===== config.mk =====
export PLATFORM = sky130hd
export DESIGN_NAME = monitor_sequencia
export DESIGN_NICKNAME = d
export VERILOG_FILES = /design/src/rtl/monitor_sequencia.sv
export SDC_FILE = /design/constraint.sdc
export NUM_CORES = 1
export LEC_CHECK = 0
export BUFFER_PORTS_ARGS = -buffer_cell sky130_fd_sc_hd__buf_2
export CORE_MARGIN = 5
export CORE_UTILIZATION = 40
export DETAILED_ROUTE_END_ITERATION = 10
export PLACE_DENSITY = 0.66
export SYNTH_ARGS = -nofsm -noshare
export SYNTH_HDL_FRONTEND = slang
export SYNTH_SLANG_ARGS = --single-unit

===== constraint.sdc =====
create_clock -name clk -period 2.24 [get_ports clk]
set_input_delay 0 -clock clk [delete_from_list [all_inputs] [get_ports clk]]
set_output_delay 0 -clock clk [all_outputs]
set_load 0.03 [all_outputs]

===== src/rtl/monitor_sequencia.sv =====
// rtl/monitor_sequencia.sv - checker/event source for the 4-bit triangle sequence generator
// Optional saturating error counter enabled by MONITOR_SEQUENCIA_ERRCNT_EN.
module monitor_sequencia #(
  parameter int W     = 4,
  parameter int CNT_W = 8
) (
  input  logic             clk,
  input  logic             rst,
  input  logic             en,
  input  logic [W-1:0]     sequencia,
  output logic             locked,
  output logic             sentido,
  output logic             pico,
  output logic             vale,
  output logic [CNT_W-1:0] periodos,
  output logic             erro,
  output logic             erro_sticky,
  output logic [7:0]       erro_count
);

  typedef enum logic [2:0] {
    SYNC, BOTTOM, BOTTOM_HOLD, UP, TOP, TOP_HOLD, DOWN
  } state_t;

  localparam logic [W-1:0] MAX   = {W{1'b1}};
  localparam logic [W-1:0] MAXM1 = MAX - W'(1);
  localparam logic [W-1:0] ONE   = W'(1);

  state_t           state_q, state_d;
  logic [W-1:0]     prev_q, prev_d;
  logic             locked_q, locked_d;
  logic             sentido_q, sentido_d;
  logic             pico_q, pico_d;
  logic             vale_q, vale_d;
  logic             erro_q, erro_d;
  logic             sticky_q, sticky_d;
  logic [CNT_W-1:0] periodos_q, periodos_d;

  logic             ev_lock, ev_pico, ev_vale, ev_erro;
  logic [W:0]       exp_up, exp_dn, s_ext;

  // One extra bit keeps prev+1 / prev-1 from aliasing onto a legal sample.
  assign s_ext  = {1'b0, sequencia};
  assign exp_up = {1'b0, prev_q} + (W+1)'(1);
  assign exp_dn = {1'b0, prev_q} - (W+1)'(1);

  always_ff @(posedge clk) begin
    if (!rst) begin
      state_q    <= SYNC;
      prev_q     <= '0;
      locked_q   <= 1'b0;
      sentido_q  <= 1'b0;
      pico_q     <= 1'b0;
      vale_q     <= 1'b0;
      erro_q     <= 1'b0;
      sticky_q   <= 1'b0;
      periodos_q <= '0;
    end else begin
      state_q    <= state_d;
      prev_q     <= prev_d;
      locked_q   <= locked_d;
      sentido_q  <= sentido_d;
      pico_q     <= pico_d;
      vale_q     <= vale_d;
      erro_q     <= erro_d;
      sticky_q   <= sticky_d;
      periodos_q <= periodos_d;
    end
  end

  always_comb begin
    state_d = state_q;
    ev_lock = 1'b0;
    ev_pico = 1'b0;
    ev_vale = 1'b0;
    ev_erro = 1'b0;
    if (en) begin
      case (state_q)
        SYNC: begin
          if (sequencia == '0) begin
            state_d = BOTTOM;
            ev_lock = 1'b1;
          end
        end
        BOTTOM: begin
          if (sequencia == '0)      state_d = BOTTOM_HOLD;
          else if (sequencia == ONE) state_d = UP;
          else                       ev_erro = 1'b1;
        end
        BOTTOM_HOLD: begin
          if (sequencia == ONE) state_d = UP;
          else                  ev_erro = 1'b1;
        end
        UP: begin
          if (s_ext == exp_up) state_d = (sequencia == MAX) ? TOP : UP;
          else                 ev_erro = 1'b1;
        end
        TOP: begin
          if (sequencia == MAX) begin
            state_d = TOP_HOLD;
            ev_pico = 1'b1;
          end else begin
            ev_erro = 1'b1;
          end
        end
        TOP_HOLD: begin
          if (sequencia == MAXM1) state_d = DOWN;
          else                    ev_erro = 1'b1;
        end
        DOWN: begin
          if (s_ext == exp_dn) begin
            if (sequencia == '0) begin
              state_d = BOTTOM;
              ev_vale = 1'b1;
            end else begin
              state_d = DOWN;
            end
          end else begin
            ev_erro = 1'b1;
          end
        end
        default: state_d = SYNC;
      endcase
      // An offending zero is itself a valid bottom, so relock immediately.
      if (ev_erro) state_d = (sequencia == '0) ? BOTTOM : SYNC;
    end
  end

  always_comb begin
    prev_d     = en ? sequencia : prev_q;
    locked_d   = (state_d != SYNC);
    sentido_d  = sentido_q;
    if (ev_lock || ev_vale || (ev_erro && sequencia == '0)) sentido_d = 1'b0;
    if (ev_pico) sentido_d = 1'b1;
    pico_d     = ev_pico;
    vale_d     = ev_vale;
    erro_d     = ev_erro;
    sticky_d   = sticky_q | ev_erro;
    periodos_d = periodos_q + CNT_W'(ev_vale);
  end

`ifdef MONITOR_SEQUENCIA_ERRCNT_EN
  logic [7:0] errcnt_q, errcnt_d;

  always_comb begin
    errcnt_d = errcnt_q;
    if (ev_erro && errcnt_q != 8'hFF) errcnt_d = errcnt_q + 8'd1;
  end

  always_ff @(posedge clk) begin
    if (!rst) errcnt_q <= '0;
    else      errcnt_q <= errcnt_d;
  end

  assign erro_count = errcnt_q;
`else
  assign erro_count = 8'd0;
`endif

  assign locked      = locked_q;
  assign sentido     = sentido_q;
  assign pico        = pico_q;
  assign vale        = vale_q;
  assign periodos    = periodos_q;
  assign erro        = erro_q;
  assign erro_sticky = sticky_q;

endmodule


==> impl_metrics.py <==
metrics = {
    "power_and_ir_drop": {
        "p_leak_nw": 0.805,
        "powerDensity_nw_per_um2": 424,
        "vdd_drop_max_uv": 155,
        "finalPower_mw": 0.740,
    },
    "critical_path": {
        "worst_ep_arrival_time_ps": 2500,
        "reg2reg_depth": 9,
        "critPathBufInv": 1,
        "r2r_start": "prev_q[0]",
        "r2r_end": "locked",
        "critPathTopFamily": "simple AND/OR/NAND/NOR gates",
        "path_class": "reg -> reg",
        "cp-start-kind": "register",
        "crit_required_ps": 2430,
        "critPathSlowestCell": "dfxtp_4",
        "crit_fanout": 4,
        "path_cells": "inv_4 -> ha_4 -> xnor2_4 -> and4b_1 -> nand2_1 -> a21o_1 -> or2_4 -> a211o_1 -> or3_1",
        "cpPeakStageDelay_ps": 390,
        "r2r_slack_ps": -60,
        "end_kind": "register",
    },
    "clocking": {
        "cts_root_buffer": "clkbuf_4",
        "clk_latency_ps": 300,
        "cts-buffers-inserted": 3,
        "cts.htree.levels": 1,
        "cts_hold_buffers": 0,
        "clkSinkCount": 21,
        "cts_tree": "done",
        "clk_pin_slew_ps": 110,
        "clk_path_buf_depth": 2,
    },
    "floorplanning": {
        "start_util_pct": 41.3,
        "core_area_sq_um": 3310,
        "fp.dieH_microns": 68.4,
        "die_width_microns": 68.4,
        "die_area_sq_um": 4680,
        "rows": 21,
        "io_pins": 29,
    },
    "synthesis": {
        "async_reset_ff_share_pct": 0,
        "syn_area_per_cell_sq_um": 8.54,
        "synthCells": 160,
        "seq_area_frac_synth_pct": 30.8,
        "synth-main-ff-cell": "dfxtp_1",
        "ys_warn_count": 0,
        "synth_edf_count": 0,
        "yosysUniqueCellTypes": 45,
        "synth_area_sq_um": 1370,
        "synth_seq_cells": 21,
    },
    "global_route": {
        "grt_overflow": 0,
        "grt_start_max_net_pins": 22,
        "grt_pass1_wl_microns": 5360,
        "track_usage_pct": 14.7,
        "grt_pass1_vias": 1262,
        "grt_antenna_before_repair": 0,
    },
    "status": {
        "status": "finished, violations left",
        "violations": "negative setup slack",
    },
    "route": {
        "drt_first_pass_iters": 4,
        "wl_per_cell_microns": 13.4,
        "finalWirelength_microns": 3240,
        "post-route-drc-count": 0,
        "num_vias": 1251,
        "avgViaCountPerCell": 5.19,
        "drtIter0Drc": 86,
        "drtAntennaViolNets": 0,
    },
    "sta": {
        "finalCritPeriodShare_pct": 103,
        "fin_setup_tns_ps": -157,
        "hold_viol_final": 0,
        "finalSetupViolations": 4,
        "finClkSkew_ps": 1.50,
        "drv_slew": 0,
        "clock.fmax_mhz": 435,
        "rsz0062_at_grt": "yes",
        "fin_crit_ps": 2300,
        "fin_ws_ps": -61.5,
    },
    "placed_design": {
        "gp_congestion": 0.926,
        "place_hpwl_microns": 2440,
        "io_buffers": 20,
    },
    "min_path": {
        "holdPathEnd": "prev_q[0]",
        "holdCritPathClass": "in -> reg",
        "hold_start": "sequencia[0]",
        "hold_depth": 3,
    },
    "final_layout": {
        "fin_nets": 207,
        "areaGrowthSynthToFinish_pct": 27.9,
        "drive_above_1_share_pct": 34.9,
        "diodes": 0,
    },
    "job": {
        "maxCapViolations": 0,
    },
}
==> routing by layer <==
layer | global-route usage [%] | vias up | part of all wire, %
met4 | 5.46 | 0 | 1.5
li1 | - | 621 | -
met5 | 0 | - | 0
met2 | 27.2 | 41 | 50
met3 | 1.31 | 7 | 5.9
met1 | 17.3 | 582 | 43
==> kinds of logic after synthesis <==
group,count (synthesis),synth area share [%]
other,1,0.274
flip-flops,21,30.8
AO/OA/AOI/OAI,30,16.5
adder cells (fa/ha/maj),4,3.66
AND/OR/NAND/NOR,62,26.0
XOR/XNOR,13,9.89
multiplexers,4,2.93
buffers and inverters,25,9.98
==> worst max-delay path by stage <==
stage / from / to / slack, ps / cells after the start
2_1_floorplan: prev_q[0] / periodos[5] / 2 / 11
3_5_place_dp: prev_q[1] / locked / -110 / 9
4_1_cts: prev_q[1] / periodos[7] / -80 / 11
3_3_place_gp: prev_q[0] / locked / -60 / 10
5_1_grt: prev_q[0] / locked / -180 / 9
6_report: prev_q[0] / locked / -60 / 9
==> final cells by class <==
class                      count  area, sq um
clock buffer                   4         26.3
fill                         328         1560
inverter                       7         28.8
multi-input combinational    121          945
sequential                    21          425
tap                           46         57.6
timing repair buffer          42          265
==> worst min-delay path, stage by stage <==
cell and delay (ps):
buf_2 150, mux2i_1 140, nor2b_1 60
==> cells in the mapped netlist (2+ instances only) <==
library cell	n	area share [%]
a21oi_1	3	1.1
nor4_1	2	0.92
nor2b_1	4	1.8
o211ai_1	2	1.1
o31a_1	2	1.3
dfxtp_1	21	31
xnor2_1	8	5.1
or4_1	2	1.1
nand3_1	10	3.7
buf_4	8	4.4
inv_1	7	1.9
a211oi_1	5	2.7
nor2_1	8	2.2
nand2_1	8	2.2
buf_2	4	1.5
a31oi_1	2	0.92
o31ai_1	2	1.1
and2_1	10	4.6
o21ai_0	4	1.5
a21o_1	3	1.6
xor2_1	3	1.9
and4_1	3	1.9
clkbuf_1	5	1.4
ha_1	4	3.7
and3_1	7	3.2
mux2i_1	4	2.9
==> layout by cell type, fill, tap and decap left out, types with 3 or more instances in the layout <==
cell type / netlist / routed
and3_1: 7 / 5
dfxtp_1: 21 / 19
xnor2_1: 8 / 7
nand3_2: 0 / 3
buf_4: 8 / 22
nor2b_1: 4 / 4
ha_4: 0 / 3
inv_1: 7 / 5
o21ai_0: 4 / 4
nor2_1: 8 / 8
xor2_1: 3 / 3
mux2i_1: 4 / 4
a21o_1: 3 / 3
nand2_1: 8 / 8
nand3_1: 10 / 7
clkbuf_4: 0 / 3
buf_2: 4 / 20
and2_1: 10 / 10
conb_1: 1 / 8
and4_1: 3 / 3
==> per-stage QoR <==
stage / utilization, % / hold WS [ps] / worst slack (ps) / cell area [sq um] / cells
5_1_grt: 52.8 / 91.6 / -183 / 1750 / 241
6_report: 52.8 / 76.8 / -61.5 / 1750 / 241
4_1_cts: 51.3 / 66.9 / -76.6 / 1700 / 239
3_3_place_gp: 49.2 / 394 / -58.1 / 1630 / 235
2_1_floorplan: - / 257 / 1.92 / 1430 / 167
3_5_place_dp: 49.2 / 405 / -108 / 1630 / 235
==> power by group <==
part	switching [mW]	internal [mW]	total [mW]
clock	0.111	0.0694	0.180
combinational	0.0959	0.0783	0.174
sequential	0.00663	0.379	0.386
total	0.213	0.527	0.740
==> state kept, by name (all words and copies together) (netlist names) <==
signal       cells
state_q          3
locked           1
erro_sticky      1
erro             1
vale             1
periodos         8
pico             1
prev_q           4
sentido          1
==> repair_timing <==
item / CTS / global route
buffers inserted: 0 / 2
endpoints found under the setup margin: 8 / 10
resized for setup: 9 / 7
pin swaps: 3 / 8
Power figures use the tool's default switching activity.
